## src/rtl/minimig_ram_sequencer_if.sv

```systemverilog
// Bus-side cycle interface between the bank mapper / CPU bus and the RAM sequencer.
// The master drives the cycle (request, address, data, bank select); the slave completes it.
interface minimig_ram_sequencer_if;
    logic        bus_req;
    logic [22:0] bus_addr;
    logic        bus_we;
    logic [1:0]  bus_be;
    logic [15:0] bus_wdata;
    logic [7:0]  bank;
    logic        bus_ack;
    logic [15:0] bus_rdata;

    modport master (
        output bus_req, bus_addr, bus_we, bus_be, bus_wdata, bank,
        input  bus_ack, bus_rdata
    );

    modport slave (
        input  bus_req, bus_addr, bus_we, bus_be, bus_wdata, bank,
        output bus_ack, bus_rdata
    );
endinterface

```

## src/rtl/minimig_ram_sequencer.sv

```systemverilog
// Minimig RAM sequencer: turns one bus cycle into one SDRAM controller request,
// folding chip mirroring, slow RAM and Kickstart placement into a physical word
// address, write-protecting Kickstart, completing unmapped cycles locally and
// aborting cycles the controller never acknowledges.
module minimig_ram_sequencer #(
    parameter int unsigned TIMEOUT       = 255,
    parameter logic [15:0] UNMAPPED_DATA = 16'hFFFF
) (
    input  logic                          clk,
    input  logic                          reset,
    minimig_ram_sequencer_if.slave        bus,
    output logic                          ram_req,
    output logic [21:0]                   ram_addr,
    output logic                          ram_we,
    output logic [1:0]                    ram_be,
    output logic [15:0]                   ram_wdata,
    input  logic                          ram_ack,
    input  logic [15:0]                   ram_rdata,
    output logic                          timeout_err
);

    typedef enum logic [1:0] {
        ST_IDLE,
        ST_WAIT,
        ST_DONE,
        ST_HOLD
    } state_t;

    localparam logic [15:0] TIMEOUT_CNT = 16'(TIMEOUT);

    state_t      state_q, state_d;
    logic [15:0] cnt_q, cnt_d;
    logic [15:0] cnt_inc;
    logic        bus_ack_q, bus_ack_d;
    logic [15:0] bus_rdata_q, bus_rdata_d;
    logic        ram_req_q, ram_req_d;
    logic [21:0] ram_addr_q, ram_addr_d;
    logic        ram_we_q, ram_we_d;
    logic [1:0]  ram_be_q, ram_be_d;
    logic [15:0] ram_wdata_q, ram_wdata_d;
    logic        timeout_err_q, timeout_err_d;

    logic [1:0]  blk;
    logic        map_hit;
    logic        map_ro;
    logic [21:0] map_addr;

    // Address bits above a[20] never reach the physical map.
    logic        unused_addr_bits;
    assign unused_addr_bits = ^bus.bus_addr[22:20];

    // Bank select to physical word address; kick > mirror > chip > slow.
    // bus_addr[n] carries Amiga address bit a[n+1].
    always_comb begin
        blk = 2'd0;
        if (bus.bank[3]) begin
            blk = 2'd3;
        end else if (bus.bank[2]) begin
            blk = 2'd2;
        end else if (bus.bank[1]) begin
            blk = 2'd1;
        end
        map_hit  = 1'b1;
        map_addr = '0;
        if (bus.bank[7]) begin
            map_addr = {4'b1111, bus.bus_addr[17:0]};
        end else if (bus.bank[6]) begin
            map_addr = {5'b11111, bus.bus_addr[16:0]};
        end else if (bus.bank[5]) begin
            map_addr = {2'b00, blk, bus.bus_addr[17:0]};
        end else if (bus.bank[4]) begin
            map_addr = {2'b01, bus.bus_addr[19:0]};
        end else begin
            map_hit = 1'b0;
        end
        map_ro = bus.bank[7] | bus.bank[6];
    end

    // Cycle sequencing: IDLE samples the cycle, WAIT holds the request, DONE acks, HOLD waits for bus_req low.
    always_comb begin
        state_d       = state_q;
        cnt_d         = cnt_q;
        cnt_inc       = cnt_q + 16'd1;
        bus_ack_d     = 1'b0;
        bus_rdata_d   = bus_rdata_q;
        ram_req_d     = ram_req_q;
        ram_addr_d    = ram_addr_q;
        ram_we_d      = ram_we_q;
        ram_be_d      = ram_be_q;
        ram_wdata_d   = ram_wdata_q;
        timeout_err_d = timeout_err_q;
        unique case (state_q)
            ST_IDLE: begin
                if (bus.bus_req) begin
                    if (map_hit && !(map_ro && bus.bus_we)) begin
                        ram_req_d   = 1'b1;
                        ram_addr_d  = map_addr;
                        ram_we_d    = bus.bus_we;
                        ram_be_d    = bus.bus_be;
                        ram_wdata_d = bus.bus_wdata;
                        cnt_d       = '0;
                        state_d     = ST_WAIT;
                    end else begin
                        // Unmapped or write-protected: finish locally, writes are dropped.
                        if (!bus.bus_we) begin
                            bus_rdata_d = UNMAPPED_DATA;
                        end
                        state_d = ST_DONE;
                    end
                end
            end
            ST_WAIT: begin
                if (ram_ack) begin
                    ram_req_d = 1'b0;
                    if (!ram_we_q) begin
                        bus_rdata_d = ram_rdata;
                    end
                    state_d = ST_DONE;
                end else begin
                    cnt_d = cnt_inc;
                    if (cnt_inc == TIMEOUT_CNT) begin
                        ram_req_d     = 1'b0;
                        bus_rdata_d   = UNMAPPED_DATA;
                        timeout_err_d = 1'b1;
                        state_d       = ST_DONE;
                    end
                end
            end
            ST_DONE: begin
                bus_ack_d = 1'b1;
                state_d   = ST_HOLD;
            end
            ST_HOLD: begin
                if (!bus.bus_req) begin
                    state_d = ST_IDLE;
                end
            end
            default: state_d = ST_IDLE;
        endcase
    end

    // State and registered outputs, synchronous reset.
    always_ff @(posedge clk) begin
        if (reset) begin
            state_q       <= ST_IDLE;
            cnt_q         <= '0;
            bus_ack_q     <= 1'b0;
            bus_rdata_q   <= UNMAPPED_DATA;
            ram_req_q     <= 1'b0;
            ram_addr_q    <= '0;
            ram_we_q      <= 1'b0;
            ram_be_q      <= '0;
            ram_wdata_q   <= '0;
            timeout_err_q <= 1'b0;
        end else begin
            state_q       <= state_d;
            cnt_q         <= cnt_d;
            bus_ack_q     <= bus_ack_d;
            bus_rdata_q   <= bus_rdata_d;
            ram_req_q     <= ram_req_d;
            ram_addr_q    <= ram_addr_d;
            ram_we_q      <= ram_we_d;
            ram_be_q      <= ram_be_d;
            ram_wdata_q   <= ram_wdata_d;
            timeout_err_q <= timeout_err_d;
        end
    end

    assign bus.bus_ack   = bus_ack_q;
    assign bus.bus_rdata = bus_rdata_q;
    assign ram_req       = ram_req_q;
    assign ram_addr      = ram_addr_q;
    assign ram_we        = ram_we_q;
    assign ram_be        = ram_be_q;
    assign ram_wdata     = ram_wdata_q;
    assign timeout_err   = timeout_err_q;

endmodule

```

## src/flat_wrapper.sv

```systemverilog
// flat-port wrapper written by rule: the top's interface ports become plain ports
module minimig_ram_sequencer_flat 
#(
    parameter int unsigned TIMEOUT       = 255,
    parameter logic [15:0] UNMAPPED_DATA = 16'hFFFF
)
  (clk, reset, ram_req, ram_addr, ram_we, ram_be, ram_wdata, ram_ack, ram_rdata, timeout_err, bus_bus_req, bus_bus_addr, bus_bus_we, bus_bus_be, bus_bus_wdata, bus_bank, bus_bus_ack, bus_bus_rdata);
  minimig_ram_sequencer_if bus_i ();
  input  logic clk;
  input  logic reset;
  output logic ram_req;
  output logic [21:0] ram_addr;
  output logic ram_we;
  output logic [1:0] ram_be;
  output logic [15:0] ram_wdata;
  input  logic ram_ack;
  input  logic [15:0] ram_rdata;
  output logic timeout_err;
  input wire logic [$bits(bus_i.bus_req)-1:0] bus_bus_req;
  input wire logic [$bits(bus_i.bus_addr)-1:0] bus_bus_addr;
  input wire logic [$bits(bus_i.bus_we)-1:0] bus_bus_we;
  input wire logic [$bits(bus_i.bus_be)-1:0] bus_bus_be;
  input wire logic [$bits(bus_i.bus_wdata)-1:0] bus_bus_wdata;
  input wire logic [$bits(bus_i.bank)-1:0] bus_bank;
  output wire logic [$bits(bus_i.bus_ack)-1:0] bus_bus_ack;
  output wire logic [$bits(bus_i.bus_rdata)-1:0] bus_bus_rdata;
  assign bus_i.bus_req = bus_bus_req;
  assign bus_i.bus_addr = bus_bus_addr;
  assign bus_i.bus_we = bus_bus_we;
  assign bus_i.bus_be = bus_bus_be;
  assign bus_i.bus_wdata = bus_bus_wdata;
  assign bus_i.bank = bus_bank;
  assign bus_bus_ack = bus_i.bus_ack;
  assign bus_bus_rdata = bus_i.bus_rdata;
  minimig_ram_sequencer #(.TIMEOUT(TIMEOUT), .UNMAPPED_DATA(UNMAPPED_DATA)) u_core (.clk(clk), .reset(reset), .bus(bus_i), .ram_req(ram_req), .ram_addr(ram_addr), .ram_we(ram_we), .ram_be(ram_be), .ram_wdata(ram_wdata), .ram_ack(ram_ack), .ram_rdata(ram_rdata), .timeout_err(timeout_err));
endmodule
```

## config.mk

```make
export PLATFORM = sky130hd
export DESIGN_NAME = minimig_ram_sequencer_flat
export DESIGN_NICKNAME = d
export VERILOG_FILES = /design/src/rtl/minimig_ram_sequencer_if.sv /design/src/rtl/minimig_ram_sequencer.sv /design/src/flat_wrapper.sv
export SDC_FILE = /design/constraint.sdc
export NUM_CORES = 1
export LEC_CHECK = 0
export BUFFER_PORTS_ARGS = -buffer_cell sky130_fd_sc_hd__buf_2
export CELL_PAD_IN_SITES_DETAIL_PLACEMENT = 1
export CELL_PAD_IN_SITES_GLOBAL_PLACEMENT = 1
export CORE_MARGIN = 2
export CORE_UTILIZATION = 35
export DETAILED_ROUTE_END_ITERATION = 10
export PLACE_DENSITY_LB_ADDON = 0.1
export SETUP_SLACK_MARGIN = 0.3
export SYNTH_ARGS = -nofsm -noshare
export SYNTH_HDL_FRONTEND = slang
export SYNTH_SLANG_ARGS = --single-unit
```

## constraint.sdc

```tcl
create_clock -name clk -period 3.2 [get_ports clk]
set_input_delay 0.96 -clock clk [delete_from_list [all_inputs] [get_ports clk]]
set_output_delay 0.96 -clock clk [all_outputs]
set_load 0.01 [all_outputs]
```

Yosys cells after proc, flatten, opt, wreduce, memory -nomap -nowiden
Index checks and enable logic that the tools add are counted.
{"block": "word_totals", "latchBits": 0, "rom_bits": 0, "out_inout_bits": 60, "register_bits": 78, "mem_bits_rw": 0, "input_bits": 70, "n_memories": 0, "elab_cells": 70}
{"block": "classes", "n_eq_ne": 12, "order_cmp": 0, "mul": 0, "shifts": 0, "n_div": 0, "n_mux": 34, "n_bitwise": 2, "n_addsub": 1, "reduce_logical": 11}
{"cell": "two-way mux 16 bit", "n": 9}
{"cell": "two-way mux 22 bit", "n": 3}
{"cell": "case mux 16 bit (2 select lines)", "n": 2}
{"cell": "two-way mux 21 bit", "n": 1}
{"cell": "adder 16 x 1 -> 16 bit (second input constant)", "n": 1}
{"cell": "equality test 16 x 8 -> 1 bit (second input constant)", "n": 1}
{"cell": "two-way mux 2 bit", "n": 7}
{"cell": "two-way mux 1 bit", "n": 10}
{"cell": "inequality test 2 bit (second input constant)", "n": 5}
{"cell": "AND reduction 3 bit", "n": 3}
{"cell": "case mux 2 bit (4 select lines)", "n": 1}
{"cell": "AND reduction 4 bit", "n": 2}
{"cell": "AND reduction 6 bit", "n": 1}
{"cell": "equality test 2 bit (second input constant)", "n": 2}
{"cell": "inequality test 3 x 2 -> 1 bit (second input constant)", "n": 1}
{"cell": "inequality test 3 bit (second input constant)", "n": 1}
{"cell": "equality test 2 x 1 -> 1 bit (second input constant)", "n": 1}
{"cell": "logical AND 1 bit", "n": 2}
{"cell": "logical NOT 2 bit", "n": 1}
{"cell": "inequality test 2 x 1 -> 1 bit (second input constant)", "n": 1}
{"cell": "case mux 1 bit (2 select lines)", "n": 1}
{"cell": "nonzero test 2 bit", "n": 1}
{"cell": "logical NOT 1 bit", "n": 1}
{"cell": "NOT 1 bit", "n": 1}
{"cell": "OR 1 bit", "n": 1}

Longest topological paths before layout
Gate-level depths: netlist (run 1).
{"block": "depth", "ltp_word": 8, "ltp_mapped": 10, "mapped_depth_nobuf": 8}

Worst setup path before layout (run 1)
No wires, ideal clock.
{"block": "synth_timing", "path_kind": "input -> register", "start": "input bus_bank[7]", "end": "register u_core.ram_wdata_q[10] (netlist: u_core.ram_wdata[10])", "required_ns": 3.130, "setup_slack_ns": 0.630, "n_path_buf": 2, "stages": 7, "setup_ns": 0.070, "arrival_time_ns": 2.499, "cell_sequence": "or4_1 clkbuf_1 and2_1 nand3_1 buf_2 nand2_1 a21oi_1"}
{"block": "synth_via", "elab_chain_cells": 5, "word_cells_on_any_way": 6, "cone_classes": "mux: 1; bitwise: 1; reduce/logical: 4"}
{"item": "start: declaration", "line_no": "flat_wrapper.sv:24", "text": "input wire logic [$bits(bus_i.bank)-1:0] bus_bank;"}
{"item": "OR 1 bit", "line_no": "minimig_ram_sequencer.sv:76", "text": "map_ro = bus.bank[7] | bus.bank[6];"}
{"item": "logical AND 1 bit", "line_no": "minimig_ram_sequencer.sv:95", "text": "if (map_hit && !(map_ro && bus.bus_we)) begin"}
{"item": "logical NOT 1 bit", "line_no": "minimig_ram_sequencer.sv:95"}
{"item": "logical AND 1 bit *", "line_no": "minimig_ram_sequencer.sv:95"}
{"item": "AND reduction 3 bit (no line) *"}
{"item": "end signal: assignment", "line_no": "minimig_ram_sequencer.sv:164", "text": "ram_wdata_q <= ram_wdata_d;"}
{"item": "end: declaration", "line_no": "minimig_ram_sequencer.sv:40", "text": "logic [15:0] ram_wdata_q, ram_wdata_d;"}
Mark *: on every way between the ends. The rest lies on a longest branch, timed or not.
A chain may end at the register's enable or synchronous reset.

Final worst setup path (run 1)
{"block": "layout_timing", "start": "input bus_bank[7]", "end": "register u_core.ram_addr_q[19] (netlist: u_core.ram_addr[19])"}
{"block": "layout_via", "elab_chain_cells": 5, "word_cells_on_any_way": 7, "cone_classes": "mux: 2; bitwise: 1; reduce/logical: 4"}
{"item": "OR 1 bit", "line_no": "minimig_ram_sequencer.sv:76"}
{"item": "logical AND 1 bit", "line_no": "minimig_ram_sequencer.sv:95"}
{"item": "logical NOT 1 bit", "line_no": "minimig_ram_sequencer.sv:95"}
{"item": "logical AND 1 bit", "line_no": "minimig_ram_sequencer.sv:95"}
{"item": "AND reduction 3 bit (no line)"}
{"item": "end signal: assignment", "line_no": "minimig_ram_sequencer.sv:161", "text": "ram_addr_q <= ram_addr_d;"}
{"item": "end: declaration", "line_no": "minimig_ram_sequencer.sv:37", "text": "logic [21:0] ram_addr_q, ram_addr_d;"}
Parallel ways exist; a longest one is shown, timed or not.

==> impl_metrics.sql, run 1 <==
INSERT INTO impl_metrics (metric_group, metric, value, unit) VALUES
('status', 'run_status', 'finished, final reports clean', ''),
('detailed_routing', 'drt-wirelength-per-cell', '14.79', 'microns'),
('sta', 'finalSetupViolCount', '0', ''),
('worst_setup_path', 'critical_path.endpoint_type', 'register', ''),
('cts', 'cts-buffers-inserted', '9', ''),
('cts', 'clkLatencyLatePin', '360', 'ps'),
('floorplan', 'core_region_area', '0.009639', 'sq mm'),
('global_route', 'grt_antenna_before_repair', '0', ''),
('synth', 'synth_most_common_cell', 'sky130_fd_sc_hd__dfxtp_1', ''),
('sta', 'min_tclk_post_route', '2661', 'ps'),
('worst_setup_path', 'cp_cell_sequence', 'buf_2 > o21ai_0 > nand3_1 > nor2_4 > o2111ai_1 > o21ai_0 > nor2_1', ''),
('global_route', 'vias_in_the_first_global_route', '3313', ''),
('worst_setup_path', 'timing_worst_setup_path_type', 'primary input to register', ''),
('sta', 'whs', '454.2', 'ps'),
('detailed_routing', 'vias', '3398', ''),
('synth', 'async_flop_share', '0', ''),
('synth', 'ys_seq_elements', '78', ''),
('worst_setup_path', 'critical_path_buf_inv_count', '1', ''),
('power', 'switchingPower', '0.0008597', 'W'),
('cells_and_area', 'final_cell_count_no_fill', '665', ''),
('sta', 'slew-limit-headroom', '0.3240', ''),
('worst_setup_path', 'reg2regPathDepth', '8', ''),
('detailed_routing', 'initialDrtViolationCount', '97', ''),
('worst_setup_path', 'setup.worst_path.start_class', 'primary input', ''),
('detailed_routing', 'finalWirelength', '9837', 'microns'),
('synth', 'library_cell_occupying_the_most_area_in_the_post_synthesis_netlist', 'sky130_fd_sc_hd__dfxtp_1', ''),
('worst_setup_path', 'rrSetupSlack', '560', 'ps'),
('detailed_routing', 'antenna_left', '0', ''),
('cts', 'cts_hold_repair.buffers', '0', ''),
('floorplan', 'die_width', '102.9', 'microns'),
('sta', 'final-hold-violation-count', '0', ''),
('power', 'total_leakage_power', '1.716', 'nW'),
('power', 'sw_share', '0.3478', ''),
('global_route', 'grt_max_degree', '47', ''),
('floorplan', 'fp-row-count', '36', ''),
('synth', 'synth.distinct_cells', '51', ''),
('sta', 'timing.fmax', '375.8', 'MHz'),
('cts', 'clock_sinks', '78', ''),
('worst_setup_path', 'critPathMaxStageDelay', '870', 'ps'),
('synth', 'mappedNetlistNets', '494', ''),
('worst_setup_path', 'worstPathArrival', '2890', 'ps'),
('placed_design', 'finalWeightedCongestion', '0.7901', ''),
('synth', 'mappedNetlistArea', '0.003425', 'sq mm'),
('power', 'post-layout-total-power', '0.002472', 'W'),
('synth', 'synth_top_area_frac', '0.4560', ''),
('cts', 'cts.repair_timing.setup_buffer_count', '0', ''),
('detailed_routing', 'routed_via_density', '5.110', ''),
('cts', 'cts_max_path_buffers', '2', ''),
('synth', 'synth_enable_flop_cells', '0', ''),
('power', 'internal', '0.001612', 'W'),
('sta', 'worstMarginPinSlew', '1012', 'ps'),
('sta', 'period_share', '0.8315', ''),
('sta', 'final.setup_skew', '12.60', 'ps'),
('cts', 'clock_tree.htree_level_count', '3', ''),
('power', 'power_per_cell_area', '576.4', 'mW/mm^2'),
('worst_setup_path', 'cp.depth', '7', ''),
('sta', 'final_max_slew_viol_count', '0', ''),
('cts', 'cts-root-buf', 'sky130_fd_sc_hd__clkbuf_8', ''),
('synth', 'postSynthAreaPerCell', '8.193', 'sq um'),
('power', 'clock_power_share', '0.257', ''),
('worst_setup_path', 'critical_path_peak_fanout', '44', ''),
('cells_and_area', 'synthesis_to_finish_area_growth', '25.25', '%'),
('worst_setup_path', 'cp-startpoint', 'bus_bank[7]', ''),
('synth', 'synth.yosys.warnings', '0', ''),
('worst_setup_path', 'critical_path.reg2reg.endpoint', 'u_core.bus.bus_rdata[5]', ''),
('placed_design', 'port-buffer-count', '125', ''),
('placed_design', 'dp_cells', '651', ''),
('worst_setup_path', 'worst_path_most_repeated_cell', 'sky130_fd_sc_hd__o21ai_0', ''),
('floorplan', 'start_util', '0.3553', ''),
('worst_setup_path', 'critical_path.reg2reg.startpoint', 'u_core.cnt_q[0]', ''),
('global_route', 'grt_util_all_layers', '0.1915', '');
==> routing by layer <==
metal  track usage  vias up  wire length (microns)
met5             0        -                      0
li1              -     1696                      -
met4       0.05668        0                    123
met2        0.3032       92                   4702
met3       0.09492        7                    813
met1        0.2297     1603                   4197
==> power by group through the flow <==
stage	clock network (W)	logic, W	registers [W]
after detailed placement	0	0.000725	0.00114
after floorplan	0	0.000433	0.00117
after CTS	0.000668	0.000727	0.00111
after global routing	0.000704	0.000822	0.00113
final	0.000635	0.000723	0.00111
after global placement	0	0.000713	0.00113
==> worst reg2reg max path, stage by stage, from the launching register on <==
cell,delay (ps)
sky130_fd_sc_hd__dfxtp_1,480
sky130_fd_sc_hd__ha_1,390
sky130_fd_sc_hd__nor2b_1,240
sky130_fd_sc_hd__nand2_1,80
sky130_fd_sc_hd__a2111o_1,410
sky130_fd_sc_hd__nor3_2,140
sky130_fd_sc_hd__a31oi_2,180
sky130_fd_sc_hd__o21ai_4,430
sky130_fd_sc_hd__o22a_1,230
==> state kept, by name, summed over array words and instances, names as in the netlist <==
name / cells
u_core.ram_wdata: 16
u_core.ram_req: 1
u_core.bus.bus_rdata: 16
u_core.state_q: 2
u_core.ram_we: 1
u_core.bus.bus_ack: 1
u_core.timeout_err: 1
u_core.ram_be: 2
u_core.cnt_q: 16
u_core.ram_addr: 22
==> what timing repair did <==
item	CTS	global route
resized for setup	0	2
hold endpoints to repair	0	0
endpoints found under the setup margin	0	4
==> cell type report <==
cell class                 count  area, sq um
sequential                    78         1562
multi-input combinational    302         1712
clock buffer                  13        148.9
clock inverter                 1        7.507
timing repair buffer         130        663.1
inverter                       8        30.03
fill                        1251         5350
tap                          133        166.4
==> placed cells by master (no fill, tap or decap), types with 2 or more instances in the layout <==
cell and count:
sky130_fd_sc_hd__a21oi_1 51, sky130_fd_sc_hd__o22a_1 16, sky130_fd_sc_hd__nand4b_1 2, sky130_fd_sc_hd__a311oi_1 6, sky130_fd_sc_hd__and2_1 2, sky130_fd_sc_hd__nand2b_1 3
sky130_fd_sc_hd__dfxtp_1 78, sky130_fd_sc_hd__a31oi_1 5, sky130_fd_sc_hd__o211ai_1 2, sky130_fd_sc_hd__nor4_1 2, sky130_fd_sc_hd__or4_1 3, sky130_fd_sc_hd__o21ai_0 18
sky130_fd_sc_hd__nor2_1 25, sky130_fd_sc_hd__xnor2_1 3, sky130_fd_sc_hd__nor3_1 11, sky130_fd_sc_hd__nand2_1 77, sky130_fd_sc_hd__o21a_1 3, sky130_fd_sc_hd__clkbuf_1 3
sky130_fd_sc_hd__and3_1 2, sky130_fd_sc_hd__nand4_1 4, sky130_fd_sc_hd__inv_1 8, sky130_fd_sc_hd__a211oi_1 2, sky130_fd_sc_hd__a21oi_2 2, sky130_fd_sc_hd__clkbuf_8 10
sky130_fd_sc_hd__o2111ai_1 3, sky130_fd_sc_hd__nor2b_1 5, sky130_fd_sc_hd__buf_2 125, sky130_fd_sc_hd__nand3_1 28, sky130_fd_sc_hd__ha_1 6, sky130_fd_sc_hd__buf_4 5
==> per-stage QoR <==
stage	worst slack [ps]	area, sq um	util
floorplan	630.4	3425	-
global placement	171.5	4125	0.4280
detailed placement	163.9	4125	0.4280
CTS	530.5	4282	0.4442
global route	311.8	4289	0.4450
finish	539.3	4289	0.4450
==> logic make-up after synthesis <==
logic type	synth area share
and+or+nand+nor	0.2422
AOI/OAI and AO/OA	0.2210
xor gates and xnor gates	0.01023
DFF	0.4560
adders and majority gates	0.02192
buffers and inverters	0.04859
==> worst min-delay path by stage <==
stage                                endpoint                 from  cells past startpoint  slack (ps)
after floorplan              u_core.cnt_q[11]     u_core.cnt_q[11]                      2         460
after global placement    u_core.ram_addr[12]  u_core.ram_addr[12]                      2         440
after detailed placement  u_core.ram_addr[11]  u_core.ram_addr[11]                      2         450
after CTS                 u_core.ram_addr[11]  u_core.ram_addr[11]                      2         460
after global routing       u_core.ram_addr[1]   u_core.ram_addr[1]                      2         480
final                      u_core.ram_addr[7]   u_core.ram_addr[7]                      2         450
(Power assumes the default switching activity.)
==> run 2, diff against run 1 <==
clock period = 2.8 ns   (was 3.2 ns; I/O delays follow)
==> run 2 against run 1 <==
Compared with the run above: clock skew up 1.7 ps; hold slack worse by 1.8 ps; die area unchanged; non-clock buffer count up 9; sequential share of layout area down 1.7 points; total power up 28%; highest routed layer unchanged; register-to-register slack worse by 120 ps; routed wire length up 5.8%; core utilization up 2.2 points; via count up 2.4%.
==> impl_metrics.sql, run 2 (same netlist as run 1, synthesis figures left out) <==
INSERT INTO impl_metrics (metric_group, metric, value, unit) VALUES
('status', 'run_status', 'finished, final reports clean', ''),
('floorplan', 'die_width', '102.9', 'microns'),
('detailed_routing', 'finalWirelength', '10410', 'microns'),
('detailed_routing', 'drc', '0', ''),
('cells_and_area', 'design_area', '0.004502', 'sq mm'),
('worst_setup_path', 'worstPathArrival', '2630', 'ps'),
('sta', 'min_tclk_post_route', '2359', 'ps'),
('placed_design', 'dpl_cell_area', '0.004183', 'sq mm'),
('cells_and_area', 'layout.cells.most_common', 'sky130_fd_sc_hd__buf_2', ''),
('detailed_routing', 'initialDrtViolationCount', '87', ''),
('detailed_routing', 'firstDrtPassIters', '4', ''),
('power', 'max-vdd-ir-drop', '0.3310', 'mV'),
('worst_setup_path', 'setup.worst_path.start_class', 'register', ''),
('floorplan', 'die-area', '0.01059', 'sq mm'),
('cts', 'cts_hold_repair.buffers', '0', ''),
('cells_and_area', 'largest_reg_flops', '22', ''),
('sta', 'worstMarginPinSlew', '573.1', 'ps'),
('power', 'power_per_cell_area', '704.8', 'mW/mm^2'),
('floorplan', 'pin_count', '130', ''),
('global_route', 'vias_in_the_first_global_route', '3356', ''),
('cts', 'tritoncts', 'built', ''),
('sta', 'rsz0062_at_grt', 'yes', ''),
('detailed_routing', 'vias', '3478', ''),
('sta', 'final-hold-violation-count', '0', ''),
('detailed_routing', 'drt-wirelength-per-cell', '15.37', 'microns'),
('detailed_routing', 'routed_via_density', '5.137', ''),
('cts', 'clkLatencyLatePin', '360', 'ps'),
('placed_design', 'port-buffer-count', '125', ''),
('floorplan', 'die_height', '102.9', 'microns'),
('worst_hold_path', 'timing.hold.worst.class', 'register to register', ''),
('cts', 'cts-buffers-inserted', '9', ''),
('cts', 'clock_sinks', '78', ''),
('cells_and_area', 'most-common-layout-cells', 'sky130_fd_sc_hd__buf_2 (125), sky130_fd_sc_hd__nand2_1 (76), sky130_fd_sc_hd__dfxtp_1 (76)', ''),
('cells_and_area', 'finish.net_count', '615', ''),
('sta', 'timing.fmax', '423.9', 'MHz'),
('sta', 'final.setup_skew', '14.27', 'ps'),
('global_route', 'grt_antenna_before_repair', '0', ''),
('sta', 'slew-limit-headroom', '0.6170', ''),
('sta', 'fin_setup_tns', '0', 'ps'),
('cells_and_area', 'n_antenna_cell', '0', ''),
('power', 'post-layout-total-power', '0.003173', 'W'),
('worst_setup_path', 'wp_data_required', '3070', 'ps'),
('power', 'total_leakage_power', '1.816', 'nW'),
('cts', 'clk_pin_slew', '80', 'ps'),
('sta', 'finalSetupViolCount', '0', ''),
('global_route', 'grt_util_all_layers', '0.1939', ''),
('placed_design', 'dp_cells', '657', ''),
('sta', 'period_share', '0.8425', ''),
('global_route', 'grt_max_degree', '45', ''),
('cells_and_area', 'drive_above_1_share', '0.3235', ''),
('global_route', 'grt_pass1_wl', '16000', 'microns'),
('flow_run', 'drv_cap', '0', ''),
('worst_setup_path', 'critical_path_peak_fanout', '10', ''),
('floorplan', 'start_util', '0.3553', ''),
('sta', 'fin_ws', '441.0', 'ps'),
('worst_setup_path', 'timing_worst_setup_path_type', 'register to register', ''),
('cells_and_area', 'final_cell_count_no_fill', '677', ''),
('worst_setup_path', 'critical_path.endpoint_type', 'register', ''),
('sta', 'final_max_slew_viol_count', '0', ''),
('placed_design', 'place_hpwl', '7176', 'microns'),
('floorplan', 'core_region_area', '0.009639', 'sq mm'),
('cts', 'cts-root-buf', 'sky130_fd_sc_hd__clkbuf_8', ''),
('cts', 'cts_max_path_buffers', '2', ''),
('cts', 'clock_tree.htree_level_count', '3', ''),
('detailed_routing', 'antenna_left', '0', ''),
('floorplan', 'fp-row-count', '36', ''),
('cells_and_area', 'filler_cell_count', '1224', ''),
('placed_design', 'place_ws', '23.95', 'ps'),
('placed_design', 'finalWeightedCongestion', '0.8089', ''),
('cells_and_area', 'synthesis_to_finish_area_growth', '31.46', '%'),
('global_route', 'gr-total-overflow', '0', '');
[run 2: what timing repair did]
| action | CTS | global route |
|---|---|---|
| buffers inserted | 1 | 2 |
| resized for setup | 2 | 9 |
| endpoints found under the setup margin | 17 | 57 |
| pin swaps | 1 | 3 |
| cloned | 0 | 1 |
[run 2: per-layer routing]
layer	GRT usage	up-vias	part of all wire
met2	0.3092	81	0.47
met4	0.05870	0	0.013
li1	-	1719	-
met1	0.2396	1667	0.45
met5	0	-	0
met3	0.08136	11	0.069
[run 2: cell type report]
| type | count | area [sq um] | share of cell area |
|---|---|---|---|
| multi-input cells | 303 | 1755 | 0.3899 |
| flip-flops and latches | 78 | 1564 | 0.3474 |
| repair buffers | 139 | 755.7 | 0.1679 |
| well taps | 133 | 166.4 | 0.03697 |
| clock buffers | 11 | 151.4 | 0.03363 |
| clock inverters | 5 | 78.83 | 0.01751 |
| inverters | 8 | 30.03 | 0.006670 |
[run 2: worst max-delay path: stages (launching register included)]
cell and delay (ps):
sky130_fd_sc_hd__dfxtp_1 540, sky130_fd_sc_hd__nand4_4 240, sky130_fd_sc_hd__o21a_1 240, sky130_fd_sc_hd__a2111o_1 380, sky130_fd_sc_hd__nor3_2 140, sky130_fd_sc_hd__a31oi_2 170
sky130_fd_sc_hd__or4_1 490, sky130_fd_sc_hd__o31ai_1 80
[run 2: stage by stage]
stage	util	hold WS, ps
floorplan	-	456.5
global placement	0.4339	435.2
detailed placement	0.4339	444.3
CTS	0.4612	456.5
global route	0.4670	480.3
finish	0.4670	452.3
[run 2: report_power, final]
part | total [W] | internal (W) | switching, W
clock network | 0.000980 | 0.000551 | 0.000429
logic | 0.000920 | 0.000342 | 0.000578
registers | 0.00127 | 0.00121 | 0.0000576
[run 2: path summary, 6_finish.rpt]
| kind | endpoint | startpoint | slack (ps) | cells after the start |
|---|---|---|---|---|
| max reg2reg | u_core.state_q[1] | u_core.cnt_q[2] | 440 | 7 |
| max | u_core.state_q[1] | u_core.cnt_q[2] | 440 | 7 |
| min | u_core.ram_addr[3] | u_core.ram_addr[3] | 450 | 2 |
| min reg2reg | u_core.ram_addr[3] | u_core.ram_addr[3] | 450 | 2 |
